**src/rtl/control_sequencer_if.sv**
```systemverilog
// Strobe/handshake bundle between the hardwired control sequencer and the single-bus datapath.
// master = sequencer side, slave = datapath side.
interface control_sequencer_if;
  logic        run;
  logic [31:0] ir;
  logic        mem_ready;

  logic        PCout;
  logic        IncPC;
  logic        MARin;
  logic        Zin;
  logic        PCin;
  logic        Zlowout;
  logic        ZHighout;
  logic        Read;
  logic        MDRin;
  logic        MDRout;
  logic        IRin;
  logic        Yin;
  logic        Rout;
  logic        Rin;
  logic [3:0]  rsel;
  logic        HIin;
  logic        LOin;
  logic [3:0]  alu_op;
  logic        halted;
  logic        illegal;

  modport master (
    input  run, ir, mem_ready,
    output PCout, IncPC, MARin, Zin, PCin, Zlowout, ZHighout, Read, MDRin, MDRout, IRin, Yin,
           Rout, Rin, rsel, HIin, LOin, alu_op, halted, illegal
  );

  modport slave (
    output run, ir, mem_ready,
    input  PCout, IncPC, MARin, Zin, PCin, Zlowout, ZHighout, Read, MDRin, MDRout, IRin, Yin,
           Rout, Rin, rsel, HIin, LOin, alu_op, halted, illegal
  );
endinterface

```
**src/rtl/control_sequencer.sv**
```systemverilog
// Hardwired fetch/execute sequencer for the single-bus CPU (T0-T6, HALT, illegal trap).
// Define MULDIV_EN to decode MUL/DIV with the two-cycle LO/HI writeback (T5/T6).
module control_sequencer (
  input logic                 clock,
  input logic                 clear,
  control_sequencer_if.master bus
);

`ifdef MULDIV_EN
  localparam bit MulDivEn = 1'b1;
`else
  localparam bit MulDivEn = 1'b0;
`endif

  localparam logic [4:0] OpMul  = 5'b01000;
  localparam logic [4:0] OpDiv  = 5'b01001;
  localparam logic [4:0] OpNeg  = 5'b01010;
  localparam logic [4:0] OpNot  = 5'b01011;
  localparam logic [4:0] OpHalt = 5'b11111;

  typedef enum logic [3:0] {
    StIdle, StT0, StT1, StT2, StT3, StT4, StT5, StT6, StHalt
  } state_e;

  typedef struct packed {
    logic pc_out;
    logic inc_pc;
    logic mar_in;
    logic z_in;
    logic pc_in;
    logic z_low_out;
    logic z_high_out;
    logic read;
    logic mdr_in;
    logic mdr_out;
    logic ir_in;
    logic y_in;
    logic r_out;
    logic r_in;
    logic hi_in;
    logic lo_in;
    logic halted;
    logic illegal;
  } strobe_t;

  function automatic logic is_muldiv(input logic [4:0] op);
    return MulDivEn && ((op == OpMul) || (op == OpDiv));
  endfunction

  function automatic logic is_legal(input logic [4:0] op);
    return (op < OpMul) || (op == OpNeg) || (op == OpNot) || is_muldiv(op);
  endfunction

  state_e     state_q, state_d;
  logic [4:0] opcode_q, opcode_d;
  logic [3:0] ra_q, ra_d;
  logic [3:0] rb_q, rb_d;
  logic [3:0] rc_q, rc_d;
  strobe_t    strb_q, strb_d;
  logic [3:0] rsel_q, rsel_d;
  logic [3:0] alu_op_q, alu_op_d;

  logic unused_ir;
  assign unused_ir = ^bus.ir[14:0];

  always_comb begin
    state_d  = state_q;
    opcode_d = opcode_q;
    ra_d     = ra_q;
    rb_d     = rb_q;
    rc_d     = rc_q;
    case (state_q)
      StIdle: if (bus.run) state_d = StT0;
      StT0:   state_d = StT1;
      StT1:   if (bus.mem_ready) state_d = StT2;
      StT2: begin
        opcode_d = bus.ir[31:27];
        ra_d     = bus.ir[26:23];
        rb_d     = bus.ir[22:19];
        rc_d     = bus.ir[18:15];
        state_d  = (bus.ir[31:27] == OpHalt) ? StHalt : StT3;
      end
      StT3: begin
        if (is_legal(opcode_q)) state_d = StT4;
        else                    state_d = bus.run ? StT0 : StIdle;
      end
      StT4: state_d = StT5;
      StT5: begin
        if (is_muldiv(opcode_q)) state_d = StT6;
        else                     state_d = bus.run ? StT0 : StIdle;
      end
      StT6:    state_d = bus.run ? StT0 : StIdle;
      StHalt:  state_d = StHalt;
      default: state_d = StIdle;
    endcase
  end

  // Strobes are decoded from the state being entered and then registered, so each output
  // is a pure function of the registered state with no path from run/mem_ready.
  always_comb begin
    strb_d   = '0;
    rsel_d   = '0;
    alu_op_d = '0;
    case (state_d)
      StT0: begin
        strb_d.pc_out = 1'b1;
        strb_d.inc_pc = 1'b1;
        strb_d.mar_in = 1'b1;
        strb_d.z_in   = 1'b1;
        alu_op_d      = 4'hF;
      end
      StT1: begin
        strb_d.z_low_out = 1'b1;
        strb_d.pc_in     = 1'b1;
        strb_d.read      = 1'b1;
        strb_d.mdr_in    = 1'b1;
      end
      StT2: begin
        strb_d.mdr_out = 1'b1;
        strb_d.ir_in   = 1'b1;
      end
      StT3: begin
        if (is_legal(opcode_d)) begin
          strb_d.r_out = 1'b1;
          strb_d.y_in  = 1'b1;
          rsel_d       = rb_d;
        end else begin
          strb_d.illegal = 1'b1;
        end
      end
      StT4: begin
        strb_d.r_out = 1'b1;
        strb_d.z_in  = 1'b1;
        alu_op_d     = opcode_d[3:0];
        rsel_d       = ((opcode_d == OpNeg) || (opcode_d == OpNot)) ? rb_d : rc_d;
      end
      StT5: begin
        strb_d.z_low_out = 1'b1;
        if (is_muldiv(opcode_d)) begin
          strb_d.lo_in = 1'b1;
        end else begin
          strb_d.r_in = 1'b1;
          rsel_d      = ra_d;
        end
      end
      StT6: begin
        strb_d.z_high_out = 1'b1;
        strb_d.hi_in      = MulDivEn;
      end
      StHalt:  strb_d.halted = 1'b1;
      default: ;
    endcase
  end

  always_ff @(posedge clock or negedge clear) begin
    if (!clear) begin
      state_q  <= StIdle;
      opcode_q <= '0;
      ra_q     <= '0;
      rb_q     <= '0;
      rc_q     <= '0;
      strb_q   <= '0;
      rsel_q   <= '0;
      alu_op_q <= '0;
    end else begin
      state_q  <= state_d;
      opcode_q <= opcode_d;
      ra_q     <= ra_d;
      rb_q     <= rb_d;
      rc_q     <= rc_d;
      strb_q   <= strb_d;
      rsel_q   <= rsel_d;
      alu_op_q <= alu_op_d;
    end
  end

  assign bus.PCout    = strb_q.pc_out;
  assign bus.IncPC    = strb_q.inc_pc;
  assign bus.MARin    = strb_q.mar_in;
  assign bus.Zin      = strb_q.z_in;
  assign bus.PCin     = strb_q.pc_in;
  assign bus.Zlowout  = strb_q.z_low_out;
  assign bus.ZHighout = strb_q.z_high_out;
  assign bus.Read     = strb_q.read;
  assign bus.MDRin    = strb_q.mdr_in;
  assign bus.MDRout   = strb_q.mdr_out;
  assign bus.IRin     = strb_q.ir_in;
  assign bus.Yin      = strb_q.y_in;
  assign bus.Rout     = strb_q.r_out;
  assign bus.Rin      = strb_q.r_in;
  assign bus.rsel     = rsel_q;
  assign bus.alu_op   = alu_op_q;
  assign bus.halted   = strb_q.halted;
  assign bus.illegal  = strb_q.illegal;

`ifdef MULDIV_EN
  assign bus.HIin = strb_q.hi_in;
  assign bus.LOin = strb_q.lo_in;
`else
  assign bus.HIin = 1'b0;
  assign bus.LOin = 1'b0;
  logic unused_hilo;
  assign unused_hilo = strb_q.hi_in ^ strb_q.lo_in;
`endif

endmodule

```
**src/flat_wrapper.sv**
```systemverilog
// flat-port wrapper written by rule: the top's interface ports become plain ports
module control_sequencer_flat 
  (clock, clear, bus_run, bus_ir, bus_mem_ready, bus_PCout, bus_IncPC, bus_MARin, bus_Zin, bus_PCin, bus_Zlowout, bus_ZHighout, bus_Read, bus_MDRin, bus_MDRout, bus_IRin, bus_Yin, bus_Rout, bus_Rin, bus_rsel, bus_HIin, bus_LOin, bus_alu_op, bus_halted, bus_illegal);
  control_sequencer_if bus_i ();
  input logic clock;
  input logic clear;
  input wire logic [$bits(bus_i.run)-1:0] bus_run;
  input wire logic [$bits(bus_i.ir)-1:0] bus_ir;
  input wire logic [$bits(bus_i.mem_ready)-1:0] bus_mem_ready;
  output wire logic [$bits(bus_i.PCout)-1:0] bus_PCout;
  output wire logic [$bits(bus_i.IncPC)-1:0] bus_IncPC;
  output wire logic [$bits(bus_i.MARin)-1:0] bus_MARin;
  output wire logic [$bits(bus_i.Zin)-1:0] bus_Zin;
  output wire logic [$bits(bus_i.PCin)-1:0] bus_PCin;
  output wire logic [$bits(bus_i.Zlowout)-1:0] bus_Zlowout;
  output wire logic [$bits(bus_i.ZHighout)-1:0] bus_ZHighout;
  output wire logic [$bits(bus_i.Read)-1:0] bus_Read;
  output wire logic [$bits(bus_i.MDRin)-1:0] bus_MDRin;
  output wire logic [$bits(bus_i.MDRout)-1:0] bus_MDRout;
  output wire logic [$bits(bus_i.IRin)-1:0] bus_IRin;
  output wire logic [$bits(bus_i.Yin)-1:0] bus_Yin;
  output wire logic [$bits(bus_i.Rout)-1:0] bus_Rout;
  output wire logic [$bits(bus_i.Rin)-1:0] bus_Rin;
  output wire logic [$bits(bus_i.rsel)-1:0] bus_rsel;
  output wire logic [$bits(bus_i.HIin)-1:0] bus_HIin;
  output wire logic [$bits(bus_i.LOin)-1:0] bus_LOin;
  output wire logic [$bits(bus_i.alu_op)-1:0] bus_alu_op;
  output wire logic [$bits(bus_i.halted)-1:0] bus_halted;
  output wire logic [$bits(bus_i.illegal)-1:0] bus_illegal;
  assign bus_i.run = bus_run;
  assign bus_i.ir = bus_ir;
  assign bus_i.mem_ready = bus_mem_ready;
  assign bus_PCout = bus_i.PCout;
  assign bus_IncPC = bus_i.IncPC;
  assign bus_MARin = bus_i.MARin;
  assign bus_Zin = bus_i.Zin;
  assign bus_PCin = bus_i.PCin;
  assign bus_Zlowout = bus_i.Zlowout;
  assign bus_ZHighout = bus_i.ZHighout;
  assign bus_Read = bus_i.Read;
  assign bus_MDRin = bus_i.MDRin;
  assign bus_MDRout = bus_i.MDRout;
  assign bus_IRin = bus_i.IRin;
  assign bus_Yin = bus_i.Yin;
  assign bus_Rout = bus_i.Rout;
  assign bus_Rin = bus_i.Rin;
  assign bus_rsel = bus_i.rsel;
  assign bus_HIin = bus_i.HIin;
  assign bus_LOin = bus_i.LOin;
  assign bus_alu_op = bus_i.alu_op;
  assign bus_halted = bus_i.halted;
  assign bus_illegal = bus_i.illegal;
  control_sequencer u_core (.clock(clock), .clear(clear), .bus(bus_i));
endmodule
```
**config.mk**
```make
export PLATFORM = sky130hd
export DESIGN_NAME = control_sequencer_flat
export DESIGN_NICKNAME = d
export VERILOG_FILES = /design/src/rtl/control_sequencer_if.sv /design/src/rtl/control_sequencer.sv /design/src/flat_wrapper.sv
export SDC_FILE = /design/constraint.sdc
export NUM_CORES = 1
export LEC_CHECK = 0
export ABC_CLOCK_PERIOD_IN_PS = 3700
export BUFFER_PORTS_ARGS = -buffer_cell sky130_fd_sc_hd__buf_4
export CORE_MARGIN = 1
export CORE_UTILIZATION = 40
export DETAILED_ROUTE_END_ITERATION = 6
export GPL_TIMING_DRIVEN = 0
export PLACE_DENSITY = 0.67
export SYNTH_ARGS = -nofsm -noshare
export SYNTH_HDL_FRONTEND = slang
export SYNTH_SLANG_ARGS = --single-unit
```
**constraint.sdc**
```tcl
create_clock -name clock -period 3.7 [get_ports clock]
set_input_delay 0.37 -clock clock [delete_from_list [all_inputs] [get_ports clock]]
set_output_delay 0.37 -clock clock [all_outputs]
set_load 0.01 [all_outputs]
```
Word level (Yosys, flattened, before mapping). Index checks and enable logic that the tools add are counted.

Flip-flop bits (word level): 45. Latch bits: 0. Memory bits (writable): 0. Memory bits (read-only): 0. Input bits: 36. Output and inout bits: 26. Memories: 0.

Add/sub/neg operators: 0. Multiply operators: 0. Div/mod/pow operators: 0. Magnitude comparators: 2. Eq/ne operators: 21. Shift operators: 0. Muxes and demuxes: 28. Bitwise gates (word level): 0. Reduce and logical (&&, ||, !) cells: 9.

Operator list (count): $mux W4 (9); $eq A4 B3 Y1 const B (8); $pmux W4 S8 (1); $eq A5 B4 Y1 const B (4); $eq A4 B2 Y1 const B (4); $pmux W4 S3 (1); $lt A5 B4 Y1 const B (2); $mux W1 (10); $eq A4 B1 Y1 const B (2); $eq A4 B4 Y1 const B (2); $pmux W4 S2 (1); $mux W2 (3); $reduce_or A2 Y1 (3); $eq A5 B5 Y1 const B (1); $logic_or A1 B1 Y1 (5); $mux W5 (1); $logic_not A4 Y1 (1); $mux W3 (1); $pmux W1 S2 (1).

Depth between registers and ports, before layout. Gate-level depths: netlist of the first run.

Depth in word-level cells: 8. Depth in mapped cells: 6.

Worst setup path before layout of the first run. No wires, ideal clock.

Path type: register to register. Start: reg u_core.state_q[1]. End: reg u_core.alu_op_q[0] (netlist: u_core.bus.alu_op[0]). Arrival: 1493 ps. Data required time: 3622 ps. Slack: 2129 ps. Cell stages (with the launch flop): 6. Path buffers: 1. Period minus slack after synthesis: 1571 ps. Path through: dfrtp_1 > buf_6 > or2_4 > a2111oi_4 > a211oi_2 > a21oi_1.

Longest elaborated chain between the ends: 5. Elaborated cells between the ends (all ways): 17.

RTL lines: from (decl) (line control_sequencer.sv:54) `state_e state_q, state_d;`; from (signal assigned) (line control_sequencer.sv:157) `state_q <= StIdle;`; from (signal assigned) (line control_sequencer.sv:166) `state_q <= state_d;`; $eq A4 B3 Y1 (line control_sequencer.sv:72) `case (state_q)`; $reduce_or A2 Y1 (no line); $pmux W4 S8 (line control_sequencer.sv:72); $eq A4 B3 Y1 / $eq A4 B1 Y1 (equally long branches) (line control_sequencer.sv:104) `case (state_d)`; $pmux W4 S2 (*) (line control_sequencer.sv:104); net u_core.alu_op_d[0] (line control_sequencer.sv:61) `logic [3:0] alu_op_q, alu_op_d;`; to (signal assigned) (line control_sequencer.sv:173) `alu_op_q <= alu_op_d;`; to (decl) (line control_sequencer.sv:61).

The timed path passes the listed nets; every way through them passes the cells marked *.

Worst setup path after layout of the first run.
Start: reg u_core.state_q[1]. End: reg u_core.alu_op_q[2] (netlist: u_core.bus.alu_op[2]).

The elaborated chain is that of the path after synthesis.

==> results of run 1 <==
==> cell families (layout without fill, tap and decap cells) <==
group           after synthesis  count (layout)  synth area share
other cells                   1               3          0.002252
mux                          22              22            0.1450
buf+inv                      18              70           0.06236
simple gates                 35              35            0.1172
compound gates               14              14           0.07212
flops                        40              40            0.6011
==> cells in the mapped netlist <==
master,n
and4bb_2,1
o21ai_1,1
a32oi_1,1
nand3_1,7
nor2_1,8
or2_1,1
dfrtp_1,40
a2111o_1,1
nand2b_1,3
inv_1,7
or2_4,1
a21oi_1,5
a2111oi_4,1
nor4_1,1
a22oi_1,4
and3_1,1
a211oi_2,1
and4bb_1,2
nor3_1,1
nor2b_1,2
buf_2,2
conb_1,1
mux2i_1,5
nand2_1,6
buf_6,1
and2_1,1
buf_4,7
mux2_1,17
clkbuf_1,1
==> metal layers <==
metal | GRT usage | share of wire
met5 | 0 | 0
met4 | 0.07713 | 0.017
met3 | 0.03425 | 0.058
met2 | 0.2742 | 0.52
met1 | 0.1800 | 0.40
==> worst max-delay path by stage <==
| stage | start | end | slack (ns) | cells after the start |
|---|---|---|---|---|
| after global placement | u_core.state_q[1] | u_core.bus.alu_op[1] | 1.86 | 5 |
| after CTS | u_core.state_q[1] | u_core.bus.alu_op[0] | 1.84 | 5 |
| after floorplan | u_core.state_q[1] | u_core.bus.alu_op[0] | 2.13 | 5 |
| final | u_core.state_q[1] | u_core.bus.alu_op[2] | 1.88 | 5 |
| after global routing | u_core.state_q[1] | u_core.bus.alu_op[3] | 1.73 | 5 |
| after detailed placement | u_core.state_q[1] | u_core.bus.alu_op[0] | 1.87 | 5 |
==> power breakdown <==
group / total (W) / internal (W) / switching (W)
combinational: 0.000573 / 0.000300 / 0.000273
sequential: 0.000701 / 0.000605 / 0.0000964
clock: 0.000290 / 0.000149 / 0.000141
total: 0.00156 / 0.00105 / 0.000511
==> through the flow <==
stage          total power (W)  instance area (sq um)  hold slack [ns]  setup WS, ns  cells
2_1_floorplan         0.001055                   1673          0.07441         2.129    132
5_1_grt               0.001659                   2158          0.07785         1.730    234
4_1_cts               0.001578                   2158          0.06246         1.843    234
3_5_place_dp          0.001287                   2066           0.3685         1.872    226
6_report              0.001564                   2158          0.04376         1.879    234
3_3_place_gp          0.001252                   2066           0.3578         1.860    226
==> state kept, by name, indices dropped and copies added (netlist names) <==
| register | flops |
|---|---|
| u_core.bus.IRin | 1 |
| u_core.bus.IncPC | 1 |
| u_core.bus.MDRin | 1 |
| u_core.bus.Rin | 1 |
| u_core.bus.Rout | 1 |
| u_core.bus.Yin | 1 |
| u_core.bus.ZHighout | 1 |
| u_core.bus.Zin | 1 |
| u_core.bus.Zlowout | 1 |
| u_core.bus.alu_op | 4 |
| u_core.bus.halted | 1 |
| u_core.bus.illegal | 1 |
| u_core.bus.rsel | 4 |
| u_core.opcode_q | 5 |
| u_core.ra_q | 4 |
| u_core.rb_q | 4 |
| u_core.rc_q | 4 |
| u_core.state_q | 4 |
==> cell type report <==
type                            instances  area [sq um]  share of cell area
Multi-Input combinational cell         74         568.0              0.2632
Buffer                                 11         77.57             0.03594
Timing Repair Buffer                   44         330.3              0.1530
Sequential cell                        40          1001              0.4638
Clock inverter                          2         10.01            0.004638
Tap cell                               50         62.56             0.02899
Inverter                                7         26.28             0.01217
Clock buffer                            6         82.58             0.03826
==> impl_metrics.ini, run 1 <==
[status]
run_status = finished, final reports clean

[global_route]
globalRouteOverflowTotal = 0
first_global_vias = 1100
grt_usage = 0.1568
grt_start_max_net_pins = 41
antenna_found_initial = 0
first_pass_grt_wire_length_microns = 5009

[timing]
finalMaxSlewViolations = 0
timing.slew.headroom = 0.5586
final.setup.tns_ns = 0
clock_tree_skew_after_final_layout_ns = 0.005068
hold_viol = 0
final_report_setup_violation_count = 0
clock.fmax_ghz = 0.5492
layout_min_cycle_time_ns = 1.821
min_period_over_period = 0.4922
tightestPinTransition_ns = 0.6621
unrepaired_setup_endpoints_after_global_routing = no

[place]
globalplace.congestion = 0.7564
dpl.hpwl_microns = 2375
io_buffer_count = 44

[floorplanning]
floorplan.initialDensity = 0.4163
core_region_area_sq_um = 4000
core.rowCount = 23
floorplan.die.width_microns = 66.53
num_io_pins = 62
die_height_microns = 66.53
dieArea_sq_um = 4426

[synth]
synth_warnings = 0
syn_avg_cell_area_sq_um = 12.81
netlist.area_leader.share = 0.6011
post_syn_instances = 130
ys_types = 29
synthTopCellsByArea = dfrtp_1, mux2_1, buf_4, mux2i_1, nand3_1
sequential_cell_area_fraction_in_the_yosys_report = 0.6011
synth_area_sq_um = 1665
synth_seq_cells = 40
cell_accounting_for_the_most_synthesized_area = dfrtp_1

[critical_path]
crit-reg2reg-capture = u_core.bus.alu_op[2]
crit_arrival_ns = 2.03
timing.reg2reg.worst_path_depth = 5
crit_path_max_incr_delay_ns = 0.65
critical_path.reg2reg.startpoint = u_core.state_q[1]
crit_buf_inv = 1
reg2reg_setup_slack_ns = 1.88
worst_path_max_delay_cell = a2111oi_4
timing.critical_path.fanout_max = 10
setup.worst_path.class = reg2reg
crit_path_start_kind = flip-flop
cp_data_required_time_ns = 3.91
crit_chain = buf_6, or2_4, a2111oi_4, a211oi_2, a21oi_1
worst_path_dominant_cell_family = compound AO/OA/AOI/OAI gates
crit_path_end_kind = flip-flop

[hold_path]
class_of_the_tightest_hold_or_removal_check = in2async

[route]
final_antenna_net_count = 0
routed_wl_microns = 3255
drcViolationCount = 0
first_iter_violations = 13
routedWlPerCell_microns = 13.91
firstDrtPassIters = 4
detail_route.vias_per_cell = 4.906
via_count = 1148

[clocking]
clk_latency_ns = 0.28
clkSinkCount = 40
cts-buffers-inserted = 5
cts_repair_resize_count = 0
postCtsHoldBufs = 0
ctsHtreeMaxLevel = 2
cts.root.buffer_cell = clkbuf_8
post_cts.repair.setup_buffers = 0
clock_path_buffers = 2
cts_tree = done
clkSlewWorstSetupHoldPaths_ns = 0.07

[finish]
drive_gt1_frac = 0.3587
final_nets = 219
syn2layout_area_growth_pct = 29.60
utilization = 0.5396
fill_cells = 359
antenna_fix_cells = 0
mostFrequentLayoutCell = buf_4
layout.cells.most_common_list = buf_4, dfrtp_1, mux2_1

[power]
static_leakage_nw = 1.102
areal_power_density_over_the_cells_nw_per_um2 = 724.7
ir_drop_v = 0.0003620

[job]
timing.max_cap.violations = 0
Power figures use the tool's default switching activity.
==> run 2, diff against run 1 <==
--- a/config.mk
+++ b/config.mk
@@ -5,13 +5,14 @@
 export SDC_FILE = /design/constraint.sdc
 export NUM_CORES = 1
 export LEC_CHECK = 0
-export ABC_CLOCK_PERIOD_IN_PS = 3700
+export ABC_AREA = 1
+export ABC_CLOCK_PERIOD_IN_PS = 1500
 export BUFFER_PORTS_ARGS = -buffer_cell sky130_fd_sc_hd__buf_4
 export CORE_MARGIN = 1
 export CORE_UTILIZATION = 40
 export DETAILED_ROUTE_END_ITERATION = 6
 export GPL_TIMING_DRIVEN = 0
-export PLACE_DENSITY = 0.67
+export PLACE_DENSITY = 0.69
 export SYNTH_ARGS = -nofsm -noshare
 export SYNTH_HDL_FRONTEND = slang
 export SYNTH_SLANG_ARGS = --single-unit
==> constraint.sdc (replaced) <==
create_clock -name clock -period 1.5 [get_ports clock]
set_input_delay 0.15 -clock clock [delete_from_list [all_inputs] [get_ports clock]]
set_output_delay 0.15 -clock clock [all_outputs]
set_load 0.01 [all_outputs]
==> run 2 against run 1 <==
Against the previous run:
- the flow now finishes with violations (negative setup slack)
- count of clock-buffer cells in the layout increased by 1
- wire length is 10% higher
- global-route usage hardly changed
- flip-flop and latch count unchanged
- hold slack better by 0.044 ns
- register-to-register slack lost 1.9 ns
- critical path depth rose by 6
- die area increased by 7.8%
- via count rose by 23%
- combinational power grew to 4.3 times the previous value
- sequential share of layout area fell by 6.0 points
- synthesized cell count is 46% higher
- critical endpoint is now u_core.bus.rsel[2]
- largest cell class unchanged
- highest routed layer unchanged
==> impl_metrics.ini, run 2 <==
[status]
run_status = finished, violations left
failed_checks = negative setup slack

[critical_path]
cp_data_required_time_ns = 1.66
crit_path_start_kind = flip-flop
crit_path_end_kind = flip-flop
crit_path_max_incr_delay_ns = 0.42
setup.worst_path.class = reg2reg
timing.critical_path.fanout_max = 8
crit_arrival_ns = 1.71
critical-path-top-cell-by-count = nand2_4
crit_chain = nor2_4, nand2_4, buf_12, nand2_4, nand2_4, nor2_4, nand2_4, nand2_1, nand2_1, nand2_1, nand3_1
worst_path_max_delay_cell = dfrtp_1

[power]
areal_power_density_over_the_cells_nw_per_um2 = 2030
static_leakage_nw = 1.367
ir_drop_v = 0.0009540

[timing]
hold_viol = 0
final.setup.tns_ns = -0.1068
unrepaired_setup_endpoints_after_global_routing = yes
clock.fmax_ghz = 0.6491
clock_tree_skew_after_final_layout_ns = 0.005491
layout_min_cycle_time_ns = 1.541
min_period_over_period = 1.027
final_worst_path_setup_slack_ns = -0.04055
final_report_setup_violation_count = 4
tightestPinTransition_ns = 0.6156
timing.slew.headroom = 0.5865
hold-worst-slack_ns = 0.08728
finalMaxSlewViolations = 0

[finish]
mostFrequentLayoutCell = buf_4
drive_gt1_frac = 0.4038
ff_latch_area_sq_um = 1002
syn2layout_area_growth_pct = 38.11
antenna_fix_cells = 0
max_flop_register = u_core.opcode_q
layout.cells.non_filler = 312
multiInputGateArea_sq_um = 669.4
layout.cells.most_common_list = buf_4, nand2_1, dfrtp_1
final_nets = 295
largest_register_ff_count = 5
fill_cells = 379

[place]
preCtsSetupSlack_ns = -0.1099
dpl.hpwl_microns = 2490
io_buffer_count = 44
globalplace.congestion = 0.7452
placed_cells = 288

[clocking]
cts.root.buffer_cell = clkbuf_8
clkSinkCount = 40
cts-buffers-inserted = 5
ctsHtreeMaxLevel = 2
cts_tree = done
clkSlewWorstSetupHoldPaths_ns = 0.07
clk_latency_ns = 0.28
clock_path_buffers = 2

[route]
routedWlPerCell_microns = 11.47
firstDrtPassIters = 4
via_count = 1410
drcViolationCount = 0
final_antenna_net_count = 0
first_iter_violations = 114
detail_route.vias_per_cell = 4.519
routed_wl_microns = 3580

[floorplanning]
num_io_pins = 62
floorplan.initialDensity = 0.4161
die_height_microns = 69.07
core_region_area_sq_um = 4324
dieArea_sq_um = 4770
floorplan.die.width_microns = 69.07
core.rowCount = 24

[global_route]
grt_usage = 0.1564
grt_most_used_layer = met2
grt_start_max_net_pins = 41
antenna_found_initial = 0
use_met2 = 0.2438
globalRouteOverflowTotal = 0
first_pass_grt_wire_length_microns = 5961
grt_util_met1 = 0.2131
first_global_vias = 1294
grt.met3_usage = 0.02924

[synth]
async_flop_share = 1.000
synth-edff-count = 0
dominantRegCellSynth = dfrtp_1
cell_accounting_for_the_most_synthesized_area = dfrtp_1
netlist.area_leader.share = 0.5563
synthTopCellsByArea = dfrtp_1, nand2_1, nand2_4, nand3_1, inv_1
synth_area_sq_um = 1799
ys_types = 28
syn_avg_cell_area_sq_um = 9.470
synth_seq_cells = 40
ys_top_cells_by_count = nand2_1, dfrtp_1, inv_1
sequential_cell_area_fraction_in_the_yosys_report = 0.5563
synth_warnings = 0
post_syn_instances = 190
yosys.cell_count.top_type = nand2_1

[hold_path]
class_of_the_tightest_hold_or_removal_check = in2reg

[job]
timing.max_cap.violations = 0
[run 2: changes by cell type in the layout (fill, tap and decap cells not counted), sizes merged, moves of 3 or more]
cell,change
a21oi,-3
a22oi,-4
and4bb,-3
buf,+15
inv,+11
mux2,-17
mux2i,-5
nand2,+67
nand2b,-3
nand3,+7
nand4,+5
nor2,+8
[run 2: repair_timing]
action                                  4_1_cts  5_1_grt
pin swaps                                     3        3
buffers inserted                              8        7
endpoints found under the hold margin        40        0
hold buffers                                  1        0
endpoints found under the setup margin       14       12
gates resized for setup                       8        4
[run 2: cells by family (layout without fill, tap and decap cells)]
kind of cell / count (synthesis) / after routing / share of synthesized area
AOI/OAI and AO/OA: 9 / 9 / 0.03895
DFF: 40 / 40 / 0.5563
buffers and inverters: 29 / 97 / 0.08831
other: 1 / 3 / 0.002084
and+or+nand+nor: 111 / 111 / 0.3143
[run 2: cell type report]
class	instances	share of cell area
plain buffers	10	0.03676
clock buffers	7	0.03877
clock inverters	1	0.01208
inverters	19	0.03122
multi-input cells	123	0.2694
flip-flops and latches	40	0.4033
well taps	52	0.02618
repair buffers	60	0.1823
[run 2: critical path: cells and delay by family, from the launching register on]
family                 cells  cell delay [ns]
AND/OR/NAND/NOR           10             0.87
flip-flops                 1             0.42
buffers and inverters      1             0.14
[run 2: path summary, 6_finish.rpt]
path / from / to / slack, ns / cells past startpoint
min in group asynchronous: clear / u_core.bus.IRin / 0.38 / 2
hold / removal: bus_ir[24] / u_core.ra_q[1] / 0.09 / 3
max in group asynchronous: clear / u_core.state_q[3] / 0.75 / 2
setup reg to reg: u_core.state_q[2] / u_core.bus.rsel[2] / -0.04 / 11
setup / recovery: u_core.state_q[2] / u_core.bus.rsel[2] / -0.04 / 11
hold reg to reg: u_core.ra_q[0] / u_core.ra_q[0] / 0.48 / 2
[run 2: routing by layer]
layer / routed length, microns / up-vias
li1: - / 728
met5: 0 / -
met3: 117 / 5
met2: 1753 / 25
met1: 1651 / 652
met4: 57 / 0
[run 2: metrics by stage]
stage / total power (W) / util / area [sq um]
global placement: 0.003789 / 0.5093 / 2202
CTS: 0.004968 / 0.5596 / 2420
detailed placement: 0.003830 / 0.5093 / 2202
global route: 0.005416 / 0.5747 / 2485
floorplan: 0.003183 / - / 1807
finish: 0.005043 / 0.5747 / 2485
[run 2: report_power, final]
group	internal (W)	switching (W)	total, W
Combinational	0.00105	0.00140	0.00246
Clock	0.000587	0.000362	0.000949
Sequential	0.00149	0.000151	0.00164
